**config.mk**
```make
export PLATFORM = sky130hd
export DESIGN_NAME = rom_arbiter_flat
export DESIGN_NICKNAME = d
export VERILOG_FILES = /design/src/rtl/rom_arbiter_if.sv /design/src/rtl/rom_arbiter.sv /design/src/flat_wrapper.sv
export SDC_FILE = /design/constraint.sdc
export NUM_CORES = 1
export LEC_CHECK = 0
export BUFFER_PORTS_ARGS = -buffer_cell sky130_fd_sc_hd__buf_2
export CORE_MARGIN = 2
export CORE_UTILIZATION = 42
export CTS_CLUSTER_SIZE = 24
export DETAILED_ROUTE_END_ITERATION = 16
export GPL_ROUTABILITY_DRIVEN = 0
export GPL_TIMING_DRIVEN = 0
export PLACE_DENSITY = 0.83
export SLEW_MARGIN = 15
export SYNTH_ARGS = -nofsm -noshare
export SYNTH_HDL_FRONTEND = slang
export SYNTH_SLANG_ARGS = --single-unit
```
**constraint.sdc**
```tcl
create_clock -name clk -period 4.7 [get_ports clk]
set_input_delay 0.235 -clock clk [delete_from_list [all_inputs] [get_ports clk]]
set_output_delay 0.235 -clock clk [all_outputs]
set_load 0.01 [all_outputs]
```
**src/rtl/rom_arbiter_if.sv**
```systemverilog
// Fetch and data read channels plus the shared combinational ROM port.
interface rom_arbiter_if;
    localparam int unsigned AW = 16;
    localparam int unsigned DW = 16;

    logic          f_req;
    logic [AW-1:0] f_addr;
    logic          f_gnt;
    logic          f_valid;
    logic [DW-1:0] f_data;
    logic          f_misalign;
    logic          f_ready;
    logic          flush;

    logic          d_req;
    logic [AW-1:0] d_addr;
    logic          d_gnt;
    logic          d_valid;
    logic [DW-1:0] d_data;
    logic          d_ready;

    logic [AW-1:0] rom_addr;
    logic [DW-1:0] rom_data;

    modport slave (
        input  f_req, f_addr, f_ready, flush,
        input  d_req, d_addr, d_ready,
        input  rom_data,
        output f_gnt, f_valid, f_data, f_misalign,
        output d_gnt, d_valid, d_data,
        output rom_addr
    );

    modport master (
        output f_req, f_addr, f_ready, flush,
        output d_req, d_addr, d_ready,
        output rom_data,
        input  f_gnt, f_valid, f_data, f_misalign,
        input  d_gnt, d_valid, d_data,
        input  rom_addr
    );
endinterface

```
**src/rtl/rom_arbiter.sv**
```systemverilog
// Round-robin arbiter for the program ROM read port with a single registered,
// handshaked response slot shared by the fetch and data paths.
module rom_arbiter (
    input  logic          clk,
    input  logic          rst_n,
    rom_arbiter_if.slave  bus
);
    localparam int unsigned AW = 16;
    localparam int unsigned DW = 16;
    localparam logic LAST_F = 1'b0;
    localparam logic LAST_D = 1'b1;

    typedef enum logic [1:0] {
        IDLE  = 2'd0,
        F_RSP = 2'd1,
        D_RSP = 2'd2
    } state_t;

    state_t        state;
    state_t        state_nxt;
    logic          last;
    logic [DW-1:0] rsp;
    logic          misalign;

    logic          consumed;
    logic          open;
    logic          f_elig;
    logic          d_elig;
    logic          f_win;
    logic          d_win;

    always_ff @(posedge clk) begin
        if (!rst_n) begin
            state <= IDLE;
        end else begin
            state <= state_nxt;
        end
    end

    // A flush counts as consuming a held fetch response so the slot frees up.
    always_comb begin
        state_nxt = state;
        consumed  = 1'b0;
        open      = 1'b0;
        f_elig    = 1'b0;
        d_elig    = 1'b0;
        f_win     = 1'b0;
        d_win     = 1'b0;

        case (state)
            F_RSP:   consumed = bus.flush | bus.f_ready;
            D_RSP:   consumed = bus.d_ready;
            default: consumed = 1'b0;
        endcase

        open   = (state == IDLE) | consumed;
        f_elig = rst_n & bus.f_req & ~bus.flush;
        d_elig = rst_n & bus.d_req;

        if (open) begin
            if (f_elig && d_elig) begin
                f_win = (last == LAST_D);
                d_win = (last == LAST_F);
            end else begin
                f_win = f_elig;
                d_win = d_elig;
            end
        end

        if (f_win) begin
            state_nxt = F_RSP;
        end else if (d_win) begin
            state_nxt = D_RSP;
        end else if (consumed) begin
            state_nxt = IDLE;
        end
    end

    always_ff @(posedge clk) begin
        if (!rst_n) begin
            last     <= LAST_D;
            rsp      <= '0;
            misalign <= 1'b0;
        end else begin
            if (f_win || d_win) begin
                rsp  <= bus.rom_data;
                last <= d_win ? LAST_D : LAST_F;
            end
            if (f_win) begin
                misalign <= bus.f_addr[0];
            end
        end
    end

    assign bus.f_gnt      = f_win;
    assign bus.d_gnt      = d_win;
    assign bus.rom_addr   = f_win ? bus.f_addr : (d_win ? bus.d_addr : AW'(0));
    assign bus.f_valid    = rst_n & (state == F_RSP) & ~bus.flush;
    assign bus.d_valid    = rst_n & (state == D_RSP);
    assign bus.f_data     = rsp;
    assign bus.d_data     = rsp;
    assign bus.f_misalign = misalign;
endmodule

```
**src/flat_wrapper.sv**
```systemverilog
// flat-port wrapper written by rule: the top's interface ports become plain ports
module rom_arbiter_flat 
  (clk, rst_n, bus_f_req, bus_f_addr, bus_f_ready, bus_flush, bus_d_req, bus_d_addr, bus_d_ready, bus_rom_data, bus_f_gnt, bus_f_valid, bus_f_data, bus_f_misalign, bus_d_gnt, bus_d_valid, bus_d_data, bus_rom_addr);
  rom_arbiter_if bus_i ();
  input  logic clk;
  input  logic rst_n;
  input wire logic [$bits(bus_i.f_req)-1:0] bus_f_req;
  input wire logic [$bits(bus_i.f_addr)-1:0] bus_f_addr;
  input wire logic [$bits(bus_i.f_ready)-1:0] bus_f_ready;
  input wire logic [$bits(bus_i.flush)-1:0] bus_flush;
  input wire logic [$bits(bus_i.d_req)-1:0] bus_d_req;
  input wire logic [$bits(bus_i.d_addr)-1:0] bus_d_addr;
  input wire logic [$bits(bus_i.d_ready)-1:0] bus_d_ready;
  input wire logic [$bits(bus_i.rom_data)-1:0] bus_rom_data;
  output wire logic [$bits(bus_i.f_gnt)-1:0] bus_f_gnt;
  output wire logic [$bits(bus_i.f_valid)-1:0] bus_f_valid;
  output wire logic [$bits(bus_i.f_data)-1:0] bus_f_data;
  output wire logic [$bits(bus_i.f_misalign)-1:0] bus_f_misalign;
  output wire logic [$bits(bus_i.d_gnt)-1:0] bus_d_gnt;
  output wire logic [$bits(bus_i.d_valid)-1:0] bus_d_valid;
  output wire logic [$bits(bus_i.d_data)-1:0] bus_d_data;
  output wire logic [$bits(bus_i.rom_addr)-1:0] bus_rom_addr;
  assign bus_i.f_req = bus_f_req;
  assign bus_i.f_addr = bus_f_addr;
  assign bus_i.f_ready = bus_f_ready;
  assign bus_i.flush = bus_flush;
  assign bus_i.d_req = bus_d_req;
  assign bus_i.d_addr = bus_d_addr;
  assign bus_i.d_ready = bus_d_ready;
  assign bus_i.rom_data = bus_rom_data;
  assign bus_f_gnt = bus_i.f_gnt;
  assign bus_f_valid = bus_i.f_valid;
  assign bus_f_data = bus_i.f_data;
  assign bus_f_misalign = bus_i.f_misalign;
  assign bus_d_gnt = bus_i.d_gnt;
  assign bus_d_valid = bus_i.d_valid;
  assign bus_d_data = bus_i.d_data;
  assign bus_rom_addr = bus_i.rom_addr;
  rom_arbiter u_core (.clk(clk), .rst_n(rst_n), .bus(bus_i));
endmodule
```
==> results of run 1 <==
## stage by stage
stage                     util [%]  setup WS, ns  cells  hold slack (ns)
after floorplan                  -          2.86    180            0.377
after global placement        63.7          2.50    331            0.459
after detailed placement      63.7          2.46    331            0.466
after CTS                     64.8          2.11    335            0.148
after global routing          64.8          1.94    335            0.133
final                         64.8          2.13    335            0.156
## cell families after synthesis
kind of cell	Yosys count
AOI/OAI and AO/OA	25
DFF	20
buffers and inverters	33
muxes	16
adders and majority gates	3
and+or+nand+nor	83
## cell type report
class | count | area [um^2]
fill | 299 | 1080
multi-input combinational | 127 | 769
timing repair buffer | 107 | 536
sequential | 20 | 400
buffer | 29 | 184
tap | 44 | 55.1
clock buffer | 4 | 36.3
inverter | 4 | 15.0
## state kept, by name (all words and copies together) (netlist names)
name and count:
u_core.bus.d_data 16, u_core.state 2, u_core.bus.f_misalign 1, u_core.last 1
## power by group through the flow
stage	logic [uW]	registers (uW)	clock network, uW
4_1_cts	256	210	106
5_1_grt	276	214	115
3_3_place_gp	251	213	0
3_5_place_dp	256	214	0
6_report	253	210	103
2_1_floorplan	154	221	0
## Yosys cell counts
cell | count | area share, %
and3_1 | 1 | 0.46
mux2i_1 | 16 | 12
nand2b_1 | 2 | 0.91
inv_1 | 4 | 1.1
a41o_1 | 1 | 0.73
nand2_1 | 34 | 9.3
a32o_1 | 1 | 0.73
buf_8 | 1 | 1.1
o211a_1 | 1 | 0.73
nand3b_1 | 1 | 0.55
and3b_2 | 2 | 1.5
o21ai_0 | 1 | 0.37
buf_4 | 16 | 8.8
o22ai_1 | 1 | 0.46
nand3_1 | 34 | 12
o311a_1 | 1 | 0.73
clkbuf_1 | 9 | 2.5
o221ai_1 | 1 | 0.64
a21oi_2 | 1 | 0.64
buf_2 | 2 | 0.73
or3_1 | 1 | 0.46
ha_1 | 3 | 2.7
nor3_2 | 1 | 0.73
dfxtp_1 | 20 | 29
clkbuf_2 | 1 | 0.37
a21oi_1 | 16 | 5.9
and2_1 | 4 | 1.8
nor2_1 | 3 | 0.82
a221oi_4 | 1 | 1.9
## how the worst max path moves through the flow
stage	from	endpoint	slack (ns)	cells after the start
floorplan	u_core.state[0]$_SDFFE_PN0P_	bus_d_gnt	2.86	6
global placement	u_core.state[0]$_SDFFE_PN0P_	bus_rom_addr[12]	2.50	7
detailed placement	u_core.state[0]$_SDFFE_PN0P_	bus_rom_addr[12]	2.46	7
CTS	u_core.state[0]$_SDFFE_PN0P_	bus_rom_addr[12]	2.11	7
global route	u_core.state[0]$_SDFFE_PN0P_	bus_rom_addr[12]	1.94	7
finish	u_core.state[0]$_SDFFE_PN0P_	bus_rom_addr[12]	2.13	7
## layer usage
| metal | share of wire, % | global-route usage (%) |
|---|---|---|
| met1 | 42 | 22.0 |
| met2 | 47 | 38.4 |
| met3 | 10 | 3.36 |
| met4 | 1.2 | 7.45 |
| met5 | 0 | 0 |
## worst reg2reg max path: stages (launching register included)
cell,delay [ns]
dfxtp_1,0.35
inv_1,0.08
ha_1,0.31
a21oi_2,0.08
a221oi_4,0.52
buf_8,0.23
mux2i_1,0.18
==> results.cfg, run 1 <==
[run_status]
status = completed

[route]
wl_um = 3920
drc = 0
dr.pass1.iters = 4
ant_nets = 0
vias = 1607
drt_iter0_drc = 106
wl_per_cell_um = 11.7
post_drt_via_cell_ratio = 4.80

[logic_synthesis]
synth_compound_area_share_pct = 12.8
synth-simple-area-share_pct = 29.0
synth_mux_area_share_pct = 11.7
synth_top_family_by_area = simple AND/OR/NAND/NOR gates
syn_inst = 180
syn-cell-area_mm2 = 0.00137
syn_avg_cell_area_um2 = 7.60
yosys_warnings = 0
synth-xor-area-share_pct = 0
ys_types = 29
ys_seq_area_share_pct = 29.3
synthAdderAreaFrac_pct = 2.74
syn_nets = 238
ys_ff_latch = 20

[timing]
worstMarginPinSlew_ns = 0.579
hold_viol = 0
max-slew-margin-rel_pct = 61.2
rsz0062_at_grt = false
finClkSkew_ns = 0.00174
tns_ns = 0
fmax_mhz = 390
period_needed_ns = 2.57
fin_crit_sh_pct = 54.6
maxSlewViolCount = 0
finalSetupViolCount = 0

[final_layout]
synthToLayoutAreaGrowth_pct = 45.8
postLayoutCellArea_mm2 = 0.00200
drive_gt1_share_pct = 46.7
fin_nets = 350
final_common_cell = buf_2
mostFrequentLayoutCells = buf_2, nand2_1, nand3_1, dfxtp_1
diodes = 0

[die]
core_area_mm2 = 0.00308
die-area_mm2 = 0.00373
ios = 108
die_y_um = 61.1
die_w_um = 61.1
start_util_pct = 44.5
row_count = 20

[critical_path]
start_kind = flop
crit_top_cell = buf_2
crit_arrival_ns = 2.33
required_ns = 4.47
rr_startpoint = u_core.state[0]$_SDFFE_PN0P_
endpoint_kind = output port
crit_path_max_incr_delay_ns = 0.50
crit_type = reg -> out
r2r_slack_ns = 2.90
critical_path.top_delay_family = simple AND/OR/NAND/NOR gates
worst-path-buf-inv = 3
critical-path-slowest-cell = nor3_2
crit_fanout = 10
rr_worst_depth = 6
reg2reg_to = u_core.bus.d_data[11]$_SDFFE_PN0P_
path_cells = inv_1, ha_1, and3_1, nor3_2, buf_2, a21oi_1, buf_2

[power_and_ir_drop]
p_comb_share_pct = 44.7
peakVddDrop_v = 0.000186
finalPower_uw = 566
p_per_area_mw_per_mm2 = 284
internal_power_uw = 366
p_seq_share_pct = 37.1
p_clk_share_pct = 18.1
swShare_pct = 35.4
p_leak_uw = 0.00110
p_switching_uw = 200

[cts]
postCtsSetupBuffers = 0
cts.sink_count = 20
worstSkewPairLatency_ns = 0.30
path_clk_slew_ns = 0.12
cts_hold_buffers = 0
cts-root-buf = clkbuf_4
cts_max_level = 1
numCtsBuffers = 3
cts_tree = built
cts_resized = 0
cts_buffer_depth = 2

[global_route]
overflow = 0
track_usage_pct = 20.2
grt_pass1_vias = 1324
antenna_found_initial = 0
grt_pass1_wl_um = 5640
grt_max_degree = 12

[placement]
placed_cell_area_mm2 = 0.00196
dp_hpwl_um = 3090
io_buffers = 107

[worst_hold_path]
min-delay-start = bus_rom_data[0]
holdPathEnd = u_core.bus.d_data[0]$_SDFFE_PN0P_
hold_class = in -> reg
hold_depth = 3

[job]
cap_violations = 0
Note: power is estimated with default switching activity, not from simulation.
==> run 2, diff against run 1 <==
CORE_UTILIZATION = 39   (was 42)
PLACE_DENSITY = 0.78   (was 0.83)
clock period = 2.5 ns   (was 4.7 ns; I/O delays follow)
==> run 2 against run 1 <==
- sequential power increased by 88%
- flip-flop and latch count unchanged
- sequential share of layout area decreased by 0.088 points
- register-to-register slack got worse by 2.3 ns
- via count increased by 0.93%
- critical path depth unchanged
- clock power increased by 82%
- total power increased by 87%
- die area increased by 7.2%
- wire length decreased by 1.5%
- largest cell class unchanged
==> results.cfg, run 2 (same netlist as run 1, synthesis figures left out) <==
[run_status]
status = completed

[die]
ios = 108
die_w_um = 63.2
start_util_pct = 40.7
die-area_mm2 = 0.00400
die_y_um = 63.2
row_count = 21
core_area_mm2 = 0.00336

[power_and_ir_drop]
p_clk_share_pct = 17.6
p_comb_share_pct = 45.3
p_switching_uw = 370
p_seq_share_pct = 37.2
peakVddDrop_v = 0.000404
p_per_area_mw_per_mm2 = 529
p_leak_uw = 0.00111
internal_power_uw = 691
swShare_pct = 34.9

[final_layout]
postLayoutCellArea_mm2 = 0.00200
largest_reg_flops = 16
fillers = 337
drive_gt1_share_pct = 46.7
diodes = 0
mostFrequentLayoutCells = buf_2, nand2_1, nand3_1, dfxtp_1
final_common_cell = buf_2
synthToLayoutAreaGrowth_pct = 46.4
fin_nets = 350

[critical_path]
crit_fanout = 10
crit_arrival_ns = 2.19
crit_type = reg -> out
crit_top_cell = buf_2
start_kind = flop
critical-path-slowest-cell = nor3_4
path_cells = inv_1, ha_1, o211a_1, nor3_4, buf_2, a21oi_1, buf_2
required_ns = 2.38
crit_path_max_incr_delay_ns = 0.39
endpoint_kind = output port

[global_route]
antenna_found_initial = 0
grt_max_degree = 12
track_usage_pct = 19.0
grt_pass1_vias = 1435
overflow = 0
grt_pass1_wl_um = 6270

[route]
wl_per_cell_um = 11.5
drt_iter0_drc = 80
vias = 1622
wl_um = 3860
ant_nets = 0
dr.pass1.iters = 4
post_drt_via_cell_ratio = 4.81
drc = 0

[timing]
rsz0062_at_grt = false
hold_viol = 0
tns_ns = 0
whs_ns = 0.0545
maxSlewViolCount = 0
finalSetupViolCount = 0
worstMarginPinSlew_ns = 0.559
period_needed_ns = 2.31
fin_ws_ns = 0.185
fmax_mhz = 432
fin_crit_sh_pct = 92.6
max-slew-margin-rel_pct = 62.8
finClkSkew_ns = 0.00320

[cts]
cts_buffer_depth = 2
path_clk_slew_ns = 0.11
cts_tree = built
cts-root-buf = clkbuf_4
worstSkewPairLatency_ns = 0.30
cts_max_level = 1
cts.sink_count = 20
postCtsSetupBuffers = 0
numCtsBuffers = 3

[placement]
place_ws_ns = 0.330
io_buffers = 107
dp_hpwl_um = 3000
placed_cell_area_mm2 = 0.00196

[job]
cap_violations = 0

[worst_hold_path]
hold_class = in -> reg
[run 2: path summary, 6_finish.rpt]
check                                       endpoint  depth (start not counted)                                from  slack, ns
setup / recovery                     bus_rom_addr[8]                          7        u_core.state[0]$_SDFFE_PN0P_       0.19
setup reg to reg   u_core.bus.d_data[4]$_SDFFE_PN0P_                          6        u_core.state[0]$_SDFFE_PN0P_       0.65
hold reg to reg   u_core.bus.d_data[15]$_SDFFE_PN0P_                          2  u_core.bus.d_data[15]$_SDFFE_PN0P_       0.48
hold / removal    u_core.bus.d_data[14]$_SDFFE_PN0P_                          3                    bus_rom_data[14]       0.05
[run 2: per-layer routing]
layer  up-vias  track usage, %  wire, um
met5         -               0         0
met4         0            4.89        16
met3         2            4.82       392
met2        79            35.2      1880
met1       717            21.4      1570
li1        824               -         -
[run 2: final cells by class]
class | instances | area, um^2 | share of cell area (%)
clock buffers | 4 | 36.3 | 1.81
multi-input cells | 127 | 776 | 38.7
repair buffers | 107 | 536 | 26.7
inverters | 4 | 15.0 | 0.749
well taps | 46 | 57.6 | 2.87
plain buffers | 29 | 184 | 9.18
flip-flops and latches | 20 | 400 | 20.0
[run 2: critical path, delay by kind of cell (launching register included)]
kind,cells,cell delay [ns]
buffers and inverters,3,0.51
AND/OR/NAND/NOR,1,0.39
flip-flops,1,0.37
adder cells (fa/ha/maj),1,0.33
AO/OA/AOI/OAI,2,0.29
[run 2: power groups by stage]
stage | logic (uW) | clock network [uW] | registers, uW
floorplan | 289 | 0 | 416
global placement | 473 | 0 | 400
detailed placement | 481 | 0 | 401
CTS | 486 | 195 | 395
global route | 526 | 204 | 401
finish | 480 | 187 | 394
[run 2: stage by stage]
| step | cells | util (%) | power (uW) |
|---|---|---|---|
| 5_1_grt | 337 | 59.6 | 1130 |
| 6_report | 337 | 59.6 | 1060 |
| 3_3_place_gp | 333 | 58.3 | 874 |
| 4_1_cts | 337 | 59.6 | 1080 |
| 3_5_place_dp | 333 | 58.3 | 882 |
| 2_1_floorplan | 180 | - | 705 |
[run 2: repair_timing]
action	CTS	global route
endpoints found under the setup margin	2	1
resized for setup	1	0
pin swaps	0	1
cloned	0	0
hold buffers	0	0
hold endpoints to repair	0	0
